--- src/rtl/hci_router_resp_buffer.sv ---
// hci_router_resp_buffer
//
// Sits in front of the HCI reorder router. Splits one wide word-aligned access into NB_CHAN
// per-channel TCDM requests and derives the router rotation from the address. It captures
// the router's latency-1 read responses in a FIFO, and returns them to the master through a
// valid/ready handshake. A read is only issued when a FIFO slot is guaranteed for its response.
//
// Ports:
//   clk_i, rst_ni          clock, asynchronous active-low reset
//   clear_i                synchronous flush of FIFO and in-flight tracking
//   req_i, add_i, wen_i,   master request (wen_i = 1 is a read), byte address of channel 0,
//   be_i, data_i           per-channel byte enables and write data
//   gnt_o                  request accepted this cycle
//   r_valid_o, r_data_o,   response word handshake towards the master
//   r_ready_i
//   order_o                router rotation
//   tcdm_*_o               per-channel request towards the router
//   tcdm_gnt_i, tcdm_r_*   router grant and response (channel 0 is representative)
//   unexpected_o           router response with no grant in the previous cycle
module hci_router_resp_buffer #(
    parameter int unsigned NB_CHAN = 4,
    parameter int unsigned DEPTH   = 4,
    parameter int unsigned ADDR_W  = 32
) (
    input  logic                      clk_i,
    input  logic                      rst_ni,
    input  logic                      clear_i,
    input  logic                      req_i,
    input  logic [ADDR_W-1:0]         add_i,
    input  logic                      wen_i,
    input  logic [NB_CHAN*4-1:0]      be_i,
    input  logic [NB_CHAN*32-1:0]     data_i,
    output logic                      gnt_o,
    output logic                      r_valid_o,
    output logic [NB_CHAN*32-1:0]     r_data_o,
    input  logic                      r_ready_i,
    output logic [$clog2(NB_CHAN)-1:0] order_o,
    output logic                      tcdm_req_o,
    output logic [NB_CHAN*ADDR_W-1:0] tcdm_add_o,
    output logic                      tcdm_wen_o,
    output logic [NB_CHAN*4-1:0]      tcdm_be_o,
    output logic [NB_CHAN*32-1:0]     tcdm_data_o,
    input  logic                      tcdm_gnt_i,
    input  logic                      tcdm_r_valid_i,
    input  logic [NB_CHAN*32-1:0]     tcdm_r_data_i,
    output logic                      unexpected_o
);

    localparam int unsigned OrdW  = $clog2(NB_CHAN);
    localparam int unsigned PtrW  = (DEPTH > 1) ? $clog2(DEPTH) : 1;
    localparam int unsigned CntW  = $clog2(DEPTH + 1);
    localparam int unsigned DataW = NB_CHAN * 32;

    logic [DataW-1:0] mem_q [DEPTH];
    logic [PtrW-1:0]  wr_ptr_q, rd_ptr_q;
    logic [CntW-1:0]  count_q;
    logic             pend_rd_q;  // read granted last cycle, response due now
    logic             gnt_q;      // any grant last cycle
    logic             clr_q;      // clear last cycle: its late response is silently dropped

    logic [ADDR_W-1:0] base_addr;
    logic [CntW:0]     used_slots;
    logic              credit_ok;
    logic              push, pop;
    logic              unused_add_lsb;

    // Address split: channel i sees the word-aligned base plus 4*i, wrapping at 2^ADDR_W.
    assign base_addr      = {add_i[ADDR_W-1:2], 2'b00};
    assign unused_add_lsb = ^add_i[1:0];

    for (genvar i = 0; i < NB_CHAN; i++) begin : g_chan_addr
        assign tcdm_add_o[i*ADDR_W +: ADDR_W] = base_addr + ADDR_W'(4 * i);
    end

    assign order_o     = add_i[2 +: OrdW];
    assign tcdm_wen_o  = wen_i;
    assign tcdm_be_o   = be_i;
    assign tcdm_data_o = data_i;

    // A read reserves a slot for its response; the in-flight read already holds one.
    assign used_slots = {1'b0, count_q} + (CntW + 1)'(pend_rd_q);
    assign credit_ok  = ~wen_i | (used_slots < (CntW + 1)'(DEPTH));
    assign tcdm_req_o = req_i & credit_ok;
    assign gnt_o      = tcdm_req_o & tcdm_gnt_i;

    assign push = tcdm_r_valid_i & pend_rd_q & ~clear_i;
    assign r_valid_o = (count_q != '0);
    assign pop       = r_valid_o & r_ready_i;
    assign r_data_o  = mem_q[rd_ptr_q];

    assign unexpected_o = tcdm_r_valid_i & ~gnt_q & ~clr_q & ~clear_i;

    always_ff @(posedge clk_i or negedge rst_ni) begin
        if (!rst_ni) begin
            wr_ptr_q  <= '0;
            rd_ptr_q  <= '0;
            count_q   <= '0;
            pend_rd_q <= 1'b0;
            gnt_q     <= 1'b0;
            clr_q     <= 1'b0;
        end else if (clear_i) begin
            wr_ptr_q  <= '0;
            rd_ptr_q  <= '0;
            count_q   <= '0;
            pend_rd_q <= 1'b0;
            gnt_q     <= 1'b0;
            clr_q     <= 1'b1;
        end else begin
            pend_rd_q <= gnt_o & wen_i;
            gnt_q     <= gnt_o;
            clr_q     <= 1'b0;
            if (push) begin
                wr_ptr_q <= (wr_ptr_q == PtrW'(DEPTH - 1)) ? '0 : wr_ptr_q + PtrW'(1);
            end
            if (pop) begin
                rd_ptr_q <= (rd_ptr_q == PtrW'(DEPTH - 1)) ? '0 : rd_ptr_q + PtrW'(1);
            end
            if (push && !pop) begin
                count_q <= count_q + CntW'(1);
            end else if (pop && !push) begin
                count_q <= count_q - CntW'(1);
            end
        end
    end

    // Storage carries no reset; validity is tracked by count_q.
    always_ff @(posedge clk_i) begin
        if (push) begin
            mem_q[wr_ptr_q] <= tcdm_r_data_i;
        end
    end

endmodule
--- config.mk ---
export PLATFORM = sky130hd
export DESIGN_NAME = hci_router_resp_buffer
export DESIGN_NICKNAME = d
export VERILOG_FILES = /design/src/rtl/hci_router_resp_buffer.sv
export SDC_FILE = /design/constraint.sdc
export NUM_CORES = 1
export LEC_CHECK = 0
export BUFFER_PORTS_ARGS = -buffer_cell sky130_fd_sc_hd__buf_4
export CAP_MARGIN = 10
export CORE_AREA = 2 2 283 285
export DETAILED_ROUTE_END_ITERATION = 8
export DIE_AREA = 0 0 285 287
export PLACE_DENSITY = 0.48
export SLEW_MARGIN = 10
export SYNTH_ARGS = -nofsm -noshare
export SYNTH_HDL_FRONTEND = slang
export SYNTH_SLANG_ARGS = --single-unit
--- constraint.sdc ---
create_clock -name clk_i -period 3.92 [get_ports clk_i]
set_input_delay 0.784 -clock clk_i [delete_from_list [all_inputs] [get_ports clk_i]]
set_output_delay 0.784 -clock clk_i [all_outputs]
set_load 0.05 [all_outputs]
==> results of run 1 <==
[how the worst max path moves through the flow]
stage / start / endpoint / slack, ps / depth (start not counted)
3_5_place_dp: add_i[3] / tcdm_add_o[55] / 440 / 7
4_1_cts: add_i[3] / tcdm_add_o[55] / 430 / 7
2_1_floorplan: add_i[3] / tcdm_add_o[119] / 220 / 6
3_3_place_gp: add_i[3] / tcdm_add_o[55] / 410 / 7
6_report: add_i[3] / tcdm_add_o[55] / 420 / 7
5_1_grt: add_i[3] / tcdm_add_o[55] / 270 / 7
[placed cells by master, fill, tap and decap left out, types with 5 or more instances in the layout]
cell type / count
edfxtp_1: 512
buf_4: 441
mux4_2: 128
xnor2_1: 55
clkbuf_16: 52
nand2_1: 38
xor2_1: 30
nor2_1: 29
nand4_1: 20
nand3_1: 20
buf_12: 16
clkbuf_1: 14
inv_1: 13
nor3_1: 13
ha_1: 9
clkinv_2: 9
clkinv_1: 9
conb_1: 8
dfrtp_1: 8
bufinv_16: 6
nor4_1: 5
and3_1: 5
[layer usage]
metal | share of wire [%] | global-route usage, % | vias up
li1 | - | - | 4900
met1 | 35 | 16.3 | 5707
met2 | 47 | 25.2 | 606
met3 | 15 | 10.2 | 89
met4 | 2.0 | 3.34 | 18
met5 | 0.67 | 3.26 | -
[registers in the layout, indices dropped and copies added (netlist names)]
signal	count
mem_q	512
count_q	3
rd_ptr_q	2
wr_ptr_q	2
clr_q	1
gnt_q	1
pend_rd_q	1
[area by class of cell]
| cell class | instances | area (um2) | share of cell area [%] |
|---|---|---|---|
| diodes | 2 | 5.00 | 0.0185 |
| clock inverters | 29 | 334 | 1.23 |
| repair buffers | 458 | 3640 | 13.4 |
| well taps | 1050 | 1310 | 4.85 |
| inverters | 13 | 48.8 | 0.180 |
| flip-flops and latches | 522 | 15600 | 57.7 |
| multi-input cells | 398 | 4730 | 17.5 |
| clock buffers | 68 | 1380 | 5.10 |
[repair_timing]
action / 4_1_cts / 5_1_grt
gates resized for setup: 0 / 0
hold buffers: 1 / 0
endpoints found under the hold margin: 10 / 0
[power by group through the flow]
stage                     clock, mW  sequential, mW  combinational [mW]
after floorplan                   0            6.30                3.50
after global placement            0            6.36                4.44
after detailed placement          0            6.36                4.44
after CTS                      5.15            6.24                4.45
after global routing           5.35            6.25                4.57
final                          4.99            6.24                4.34
[through the flow]
stage	instance area (um2)	utilization, %
3_3_place_gp	25400	32.3
6_report	27100	34.5
4_1_cts	27100	34.4
5_1_grt	27100	34.4
3_5_place_dp	25400	32.3
2_1_floorplan	22100	-
[worst max-delay path: stages]
cell	delay (ps)
buf_4	200
ha_1	290
inv_1	170
nor4_2	640
nand3_1	170
xnor2_1	210
buf_4	230
[cells by family (layout without fill, tap and decap cells)]
family	count (synthesis)	in the layout	synth area share, %
DFF	522	522	70.9
xor gates and xnor gates	85	85	3.38
buffers and inverters	259	568	7.83
and+or+nand+nor	156	156	3.80
muxes	130	130	13.2
other	1	10	0.0170
adders and majority gates	10	10	0.602
AOI/OAI and AO/OA	9	9	0.318
==> metrics.md, run 1 <==
| Metric | Value |
|---|---|
| Syn Area/Cell | 18.8 um2 |
| Syn Inst Count | 1172 |
| DR WL/cell | 25.5 um |
| CTS tree | built |
| Port Buffers | 420 |
| Setup TNS | 0 ps |
| Area contributors post-synth | edfxtp_1 70%, mux4_2 13%, buf_4 6.4% |
| Count of final max-slew check failures | 0 |
| Worst Hold Path EP | mem_q[0][122] |
| # IOs | 719 |
| DIE AREA | 0.0818 mm2 |
| Inserted Clock Buffers | 52 |
| Filler cells | 7563 |
| Fmax | 286 MHz |
| Vias/cell | 4.46 |
| Internal Power | 10.6 mW |
| Clock skew | 22.4 ps |
| Core area | 0.0786 mm2 |
| EDFF count, synth | 512 |
| GRT Util Overall | 15.4% |
| # DRC | 0 |
| Area leader, netlist | edfxtp_1 |
| Reg-to-reg endpoint | count_q[2] |
| Critical Path RT | 3140 ps |
| Slew HR | 50.4% |
| Hpwl dp | 47100 um |
| Maximum net fanout on the critical path | 11 |
| Startpoint types | primary input |
| Share of the synthesized area in the top cell type | 69.7% |
| Synthesized flop and latch total | 522 |
| Max Cap Viol | 0 |
| Row cnt | 103 |
| Minimum clock period | 3500 ps |
| Final non-filler cell total | 2540 |
| Primary FF master, synth | edfxtp_1 |
| Congestion Overflow GR | 0 |
| Chip Height | 287 um |
| Dpl cells | 2440 |
| Switch Pwr | 4.98 mW |
| Global-route wire length before repair | 90700 um |
| 1st-iter DRT viols | 464 |
| Antenna-violating nets left | 0 |
| Routability cong. | 0.822 |
| Most frequent cell after synthesis | edfxtp_1 |
| Initial antenna violation count | 9 |
| Total wire length | 64900 um |
| Htree depth | 2 |
| Setup slack, reg-to-reg | 1690 ps |
| Seq pwr share | 40.1% |
| Tot Pwr | 15.6 mW |
| Post-synth top cells | 512 x edfxtp_1, 189 x buf_4, 128 x mux4_2 |
| Clk sinks | 522 |
| Starting Density | 28.0% |
| Worst vdd ir | 413 uV |
| Pre-CTS setup slack | 436 ps |
| Hold wc startpoint | tcdm_r_data_i[122] |
| Clock power share | 32.0% |
| Final period utilization | 89.3% |
| Root Buffer | clkbuf_16 |
| Die W | 285 um |
| Leakage power | 9.16 nW |
| Final count of hold timing violations | 0 |
| Clk slew on worst S/H paths | 60 ps |
| Power Dens Cells | 575 mW/mm2 |
| Hold Crit Depth | 1 |
| First-pass detailed-route iteration total | 4 |
| Vias post-DR | 11300 |
| Post-CTS Setup Bufs | 0 |
| Crit path DAT | 2710 ps |
| Combinational share of power | 27.9% |
| Worst Tran Pin Value | 744 ps |
| Yosys cell types | 45 |
| WS Path Type | in -> out |
| Sw frac | 32.0% |
| Worst Reg-to-Reg Cells | 6 |
| Asr flop ratio synth | 1.92% |
| Crit end category | output port |
| Setup-failing EPs final | 0 |
| Area growth syn-to-layout | 22.9% |
| Status | finished clean |
| Syn Std Cell Area | 0.0220 mm2 |
| Hold slack | 383 ps |
| YS warnings | 0 |
| Clock latency on the worst-skew pair | 600 ps |
| Vias in the first global route | 11900 |
| Max clock buf depth | 3 |
| Share of layout cells above drive strength 1 | 45.5% |
| RSZ-0062 raised after global routing | false |
| Reg-to-Reg Start | pend_rd_q |
| Type of the most critical hold path | in -> reg |
| Nets | 1767 |
| Post-route setup slack | 421 ps |
| Post-synthesis sequential area ratio | 70.9% |
| Pin count of the biggest net entering global routing | 71 |
No activity file was read; power rests on OpenSTA's default activity.
==> inputs of run 2 (changes only) <==
--- a/config.mk
+++ b/config.mk
@@ -5,12 +5,14 @@
 export SDC_FILE = /design/constraint.sdc
 export NUM_CORES = 1
 export LEC_CHECK = 0
+export ABC_CLOCK_PERIOD_IN_PS = 3920
 export BUFFER_PORTS_ARGS = -buffer_cell sky130_fd_sc_hd__buf_4
 export CAP_MARGIN = 10
 export CORE_AREA = 2 2 283 285
 export DETAILED_ROUTE_END_ITERATION = 8
 export DIE_AREA = 0 0 285 287
-export PLACE_DENSITY = 0.48
+export MAX_ROUTING_LAYER = met4
+export PLACE_DENSITY = 0.59
 export SLEW_MARGIN = 10
 export SYNTH_ARGS = -nofsm -noshare
 export SYNTH_HDL_FRONTEND = slang
==> run 2 against run 1 <==
Routed wire length up 4.5%. Sequential share of layout area up 0.33 points. Core utilization down 0.20 points. Worst setup slack better by 17 ps. Worst hold slack worse by 5.4 ps. Cell count down 0.43%. Register-to-register slack worse by 20 ps. Total power down 1.0%.
==> metrics.md, run 2 (synthesis results as in run 1) <==
| Metric | Value |
|---|---|
| Worst Hold Path EP | mem_q[0][67] |
| Count of final max-slew check failures | 0 |
| Post-CTS Resized | 0 |
| Die W | 285 um |
| Critical Path RT | 3140 ps |
| Initial antenna violation count | 7 |
| Hpwl dp | 50200 um |
| RSZ-0062 raised after global routing | false |
| WS Path Type | in -> out |
| Filler cells | 7512 |
| Vias/cell | 4.53 |
| DR WL/cell | 26.8 um |
| Worst Tran Pin Value | 589 ps |
| Setup slack, reg-to-reg | 1670 ps |
| Met2 Track Usage GR | 27.6% |
| Share of layout cells above drive strength 1 | 45.7% |
| Total wire length | 67800 um |
| Row cnt | 103 |
| Power Dens Cells | 572 mW/mm2 |
| Clock latency on the worst-skew pair | 600 ps |
| Antenna-violating nets left | 0 |
| Core area | 0.0786 mm2 |
| Routability cong. | 0.963 |
| GR peak layer | met2 |
| Crit end category | output port |
| Met3 Use GR | 11.2% |
| Status | finished clean |
| Hold wc startpoint | tcdm_r_data_i[67] |
| DIE AREA | 0.0818 mm2 |
| Clock skew | 28.9 ps |
| Worst vdd ir | 583 uV |
| Max Cap Viol | 0 |
| Most frequent cells in the layout | 512 x edfxtp_1, 440 x buf_4, 128 x mux4_2, 55 x xnor2_1, 49 x clkbuf_16 |
| Vias post-DR | 11500 |
| Reg-to-Reg Start | pend_rd_q |
| Starting Density | 28.0% |
| CP Buf/Inv Count | 4 |
| Setup TNS | 0 ps |
| Port Buffers | 420 |
| Largest register FFs | 512 |
| Crit path DAT | 2700 ps |
| Type of the most critical hold path | in -> reg |
| Root Buffer | clkbuf_16 |
| Startpoint types | primary input |
| Met1 track demand over resource | 15.7% |
| Biggest regs | mem_q (512), count_q (3) |
| Leakage power | 9.09 nW |
| Clk slew on worst S/H paths | 60 ps |
| CTS tree | built |
| CP dominant cell by count | buf_4 |
| Pin count of the biggest net entering global routing | 63 |
| Slew HR | 60.4% |
| Fmax | 287 MHz |
| First-pass detailed-route iteration total | 5 |
| Area growth syn-to-layout | 22.2% |
| 1st-iter DRT viols | 456 |
| Slowest CP cell | xnor2_1 |
| Minimum clock period | 3480 ps |
| CP delay by family, top | buffers and inverters |
| Critical Path Max Stage Delay | 470 ps |
| Worst Reg-to-Reg Cells | 6 |
| Global-route wire length before repair | 93000 um |
| Clk sinks | 522 |
| Inserted Clock Buffers | 49 |
| Layout Utilization | 34.3% |
| # IOs | 719 |
| Hold Crit Depth | 1 |
| Maximum net fanout on the critical path | 10 |
| Max clock buf depth | 3 |
| GRT Util Overall | 16.5% |
| Final count of hold timing violations | 0 |
| Largest Register | mem_q |
| Commonest non-fill, non-tap cell in the layout | edfxtp_1 |
| Vias in the first global route | 12000 |
| Nets | 1758 |
| # DRC | 0 |
| Chip Height | 287 um |
| Final period utilization | 88.8% |
| Congestion Overflow GR | 0 |
| Crit-path cells | buf_4 > ha_1 > inv_1 > nor4_2 > buf_4 > nand2b_1 > xnor2_1 > buf_4 |
| Htree depth | 2 |
| Setup-failing EPs final | 0 |
| Reg-to-reg endpoint | count_q[2] |
==> run 2: cell types whose count changed in the layout (fill, tap and decap cells not counted), sizes merged <==
cell and change:
inv +1, buf -6, clkinv +2, bufinv +1, diode +4, clkinvlp +2, clkbuf -15
==> run 2: area by class of cell <==
class,count,area (um2),share of cell area [%]
timing repair buffer,452,3530,13.1
clock inverter,35,417,1.55
multi-input combinational,398,4730,17.6
clock buffer,53,1240,4.61
antenna,6,15.0,0.0558
inverter,13,48.8,0.181
sequential,522,15600,58.0
tap,1050,1310,4.88
==> run 2: per-layer routing <==
layer  part of all wire [%]  wire, um
met1                     32     21900
met2                     50     33800
met3                     16     10900
met4                    1.8      1220
met5                      0         0
==> run 2: what timing repair did <==
action | in CTS | in global routing
hold endpoints to repair | 10 | 0
buffers inserted | 0 | 0
hold buffers | 1 | 0
==> run 2: power by group <==
part	internal, mW	switching, mW
Clock	2.78	2.04
Combinational	1.53	2.79
Sequential	6.16	0.0987
==> run 2: how the worst max path moves through the flow <==
stage,startpoint,endpoint,depth (start not counted)
after floorplan,add_i[3],tcdm_add_o[119],6
after global placement,add_i[4],tcdm_add_o[91],8
after detailed placement,add_i[4],tcdm_add_o[91],8
after CTS,rd_ptr_q[0],r_data_o[13],3
after global routing,add_i[4],tcdm_add_o[91],8
final,add_i[4],tcdm_add_o[83],8
==> run 2: metrics by stage <==
step	hold WS, ps	cell area (um2)	setup slack [ps]	total power [mW]	cells
3_5_place_dp	589	25200	482	10.8	2434
6_report	378	26900	438	15.4	2529
4_1_cts	324	26900	440	15.7	2523
3_3_place_gp	569	25200	456	10.8	2434
2_1_floorplan	488	22100	217	9.80	1179
5_1_grt	336	26900	384	16.0	2529
==> inputs of run 3 (changes only) <==
--- a/config.mk
+++ b/config.mk
@@ -8,11 +8,12 @@
 export ABC_CLOCK_PERIOD_IN_PS = 3920
 export BUFFER_PORTS_ARGS = -buffer_cell sky130_fd_sc_hd__buf_4
 export CAP_MARGIN = 10
-export CORE_AREA = 2 2 283 285
+export CORE_ASPECT_RATIO = 0.75
+export CORE_MARGIN = 2
+export CORE_UTILIZATION = 30
 export DETAILED_ROUTE_END_ITERATION = 8
-export DIE_AREA = 0 0 285 287
 export MAX_ROUTING_LAYER = met4
-export PLACE_DENSITY = 0.59
+export PLACE_DENSITY = 0.62
 export SLEW_MARGIN = 10
 export SYNTH_ARGS = -nofsm -noshare
 export SYNTH_HDL_FRONTEND = slang
==> run 3 against run 2 <==
First-iteration DRC count grew 42%. Total power fell by 1.5%. Non-clock buffer count is 4 higher. Flip-flop and latch count did not move. Sequential share of layout area rose by 0.28 points. Sequential power about the same. Clock skew grew 0.85 ps. Via count is 0.90% lower. Combinational power down 0.9%. Clock power is 4% lower. Critical path type unchanged. Largest cell class unchanged. Highest routed layer unchanged.
==> metrics.md, run 3 (synthesis results as in run 1) <==
| Metric | Value |
|---|---|
| Final non-filler cell total | 2456 |
| Count of final max-slew check failures | 0 |
| Slowest CP cell | and4_1 |
| Hold slack | 380 ps |
| Startpoint types | primary input |
| Area growth syn-to-layout | 21.6% |
| Most frequent cells in the layout | 512 x edfxtp_1, 444 x buf_4, 128 x mux4_2, 55 x xnor2_1, 52 x clkbuf_16 |
| 1st-iter DRT viols | 649 |
| Antenna-violating nets left | 0 |
| Root Buffer | clkbuf_16 |
| Fmax | 296 MHz |
| Clock skew | 29.7 ps |
| Post-CTS Resized | 0 |
| Routability cong. | 0.896 |
| CP dominant cell by count | buf_4 |
| Combinational share of power | 28.3% |
| Row cnt | 86 |
| Critical Path Max Stage Delay | 450 ps |
| Hpwl dp | 41900 um |
| Final instance area | 0.0268 mm2 |
| # DRC | 0 |
| Minimum clock period | 3380 ps |
| Worst Hold Path EP | mem_q[1][48] |
| Final period utilization | 86.3% |
| Sw frac | 32.2% |
| Crit-path cells | buf_4 > and4_1 > nand3_1 > nor2_1 > xor2_1 > buf_4 |
| Clk sinks | 522 |
| Worst Tran Pin Value | 844 ps |
| WS Path Type | in -> out |
| CP Buf/Inv Count | 2 |
| Internal Power | 10.3 mW |
| Die W | 317 um |
| # IOs | 719 |
| Hold Crit Depth | 1 |
| Critical Path RT | 3140 ps |
| Htree depth | 2 |
| Vias in the first global route | 11700 |
| DIE AREA | 0.0757 mm2 |
| Inserted Clock Buffers | 52 |
| Max Cap Viol | 0 |
| Nets | 1765 |
| RSZ-0062 raised after global routing | false |
| Placed cell areas | 0.0252 mm2 |
| Clock power share | 30.5% |
| Max clock buf depth | 3 |
| CTS tree | built |
| Port Buffers | 420 |
| Pin count of the biggest net entering global routing | 81 |
| Commonest non-fill, non-tap cell in the layout | edfxtp_1 |
| Vias post-DR | 11400 |
| Worst Reg-to-Reg Cells | 6 |
| Crit end category | output port |
| Hold wc startpoint | tcdm_r_data_i[48] |
| Reg-to-Reg Start | pend_rd_q |
| Slew HR | 43.7% |
| Power Dens Cells | 567 mW/mm2 |
| Congestion Overflow GR | 0 |
| Worst vdd ir | 393 uV |
| Share of layout cells above drive strength 1 | 45.5% |
| Biggest regs | mem_q (512), count_q (3) |
| Leakage power | 9.08 nW |
| Post-route setup slack | 539 ps |
| Tot Pwr | 15.2 mW |
| Layout Utilization | 36.7% |
| Pre-CTS setup slack | 529 ps |
| Setup TNS | 0 ps |
| Global-route wire length before repair | 81000 um |
| Starting Density | 30.2% |
| Vias/cell | 4.63 |
| Seq pwr share | 41.2% |
| CP delay by family, top | simple AND/OR/NAND/NOR gates |
| Initial antenna violation count | 4 |
| GRT Util Overall | 15.2% |
| Core area | 0.0731 mm2 |
| Final count of hold timing violations | 0 |
| Maximum net fanout on the critical path | 13 |
| Post-CTS Setup Bufs | 0 |
| Status | finished clean |
| Largest register FFs | 512 |
| Type of the most critical hold path | in -> reg |
| Switch Pwr | 4.89 mW |
| Clock latency on the worst-skew pair | 600 ps |
| Chip Height | 239 um |
| Dpl cells | 2356 |
| Reg-to-reg endpoint | count_q[2] |
| First-pass detailed-route iteration total | 5 |
| Crit path DAT | 2600 ps |
| DR WL/cell | 23.7 um |
| Clk slew on worst S/H paths | 60 ps |
| Setup slack, reg-to-reg | 1690 ps |
| Largest Register | mem_q |
| Total wire length | 58300 um |
| Setup-failing EPs final | 0 |
## run 3: changes by cell type in the layout (fill, tap and decap cells not counted)
cell and change:
inv_6 -1, clkinv_8 +1, clkinv_16 -1, diode_2 -2
clkinvlp_4 +1, clkbuf_16 +3, bufinv_16 -5, clkinv_2 -1
buf_4 +4, clkinv_1 +2, clkbuf_1 +7, clkinv_4 +1
## run 3: timing repair
| action | CTS | global route |
|---|---|---|
| setup endpoints to repair | 0 | 0 |
| hold endpoints to repair | 10 | 0 |
| hold buffers | 1 | 0 |
## run 3: layout make-up
| class | instances | area (um2) |
|---|---|---|
| clock buffers | 63 | 1340 |
| inverters | 13 | 48.8 |
| diodes | 4 | 10.0 |
| repair buffers | 456 | 3560 |
| multi-input cells | 398 | 4730 |
| well taps | 968 | 1210 |
| flip-flops and latches | 522 | 15600 |
| fillers | 6774 | 46300 |
| clock inverters | 32 | 263 |
## run 3: worst max-delay path by stage
stage                     start         endpoint  slack (ps)  cells past startpoint
floorplan              add_i[3]  tcdm_add_o[119]         220                      6
global placement       add_i[3]   tcdm_add_o[51]         520                      7
detailed placement     add_i[5]   tcdm_add_o[88]         530                      6
CTS                 rd_ptr_q[0]     r_data_o[37]         470                      4
global route          add_i[21]   tcdm_add_o[60]         390                      7
finish                 add_i[5]   tcdm_add_o[88]         540                      6
## run 3: routing by layer
metal | track usage [%] | routed length (um) | vias up
li1 | - | - | 4901
met1 | 15.9 | 20800 | 5818
met2 | 24.2 | 28100 | 579
met3 | 9.26 | 8280 | 62
met4 | 3.63 | 1100 | 0
met5 | - | 0 | -
## run 3: power by group through the flow
stage,combinational (mW),sequential (mW),clock (mW)
after floorplan,3.50,6.30,0
after global placement,4.36,6.38,0
after detailed placement,4.37,6.38,0
after CTS,4.38,6.27,4.75
after global routing,4.50,6.27,4.96
final,4.29,6.26,4.63
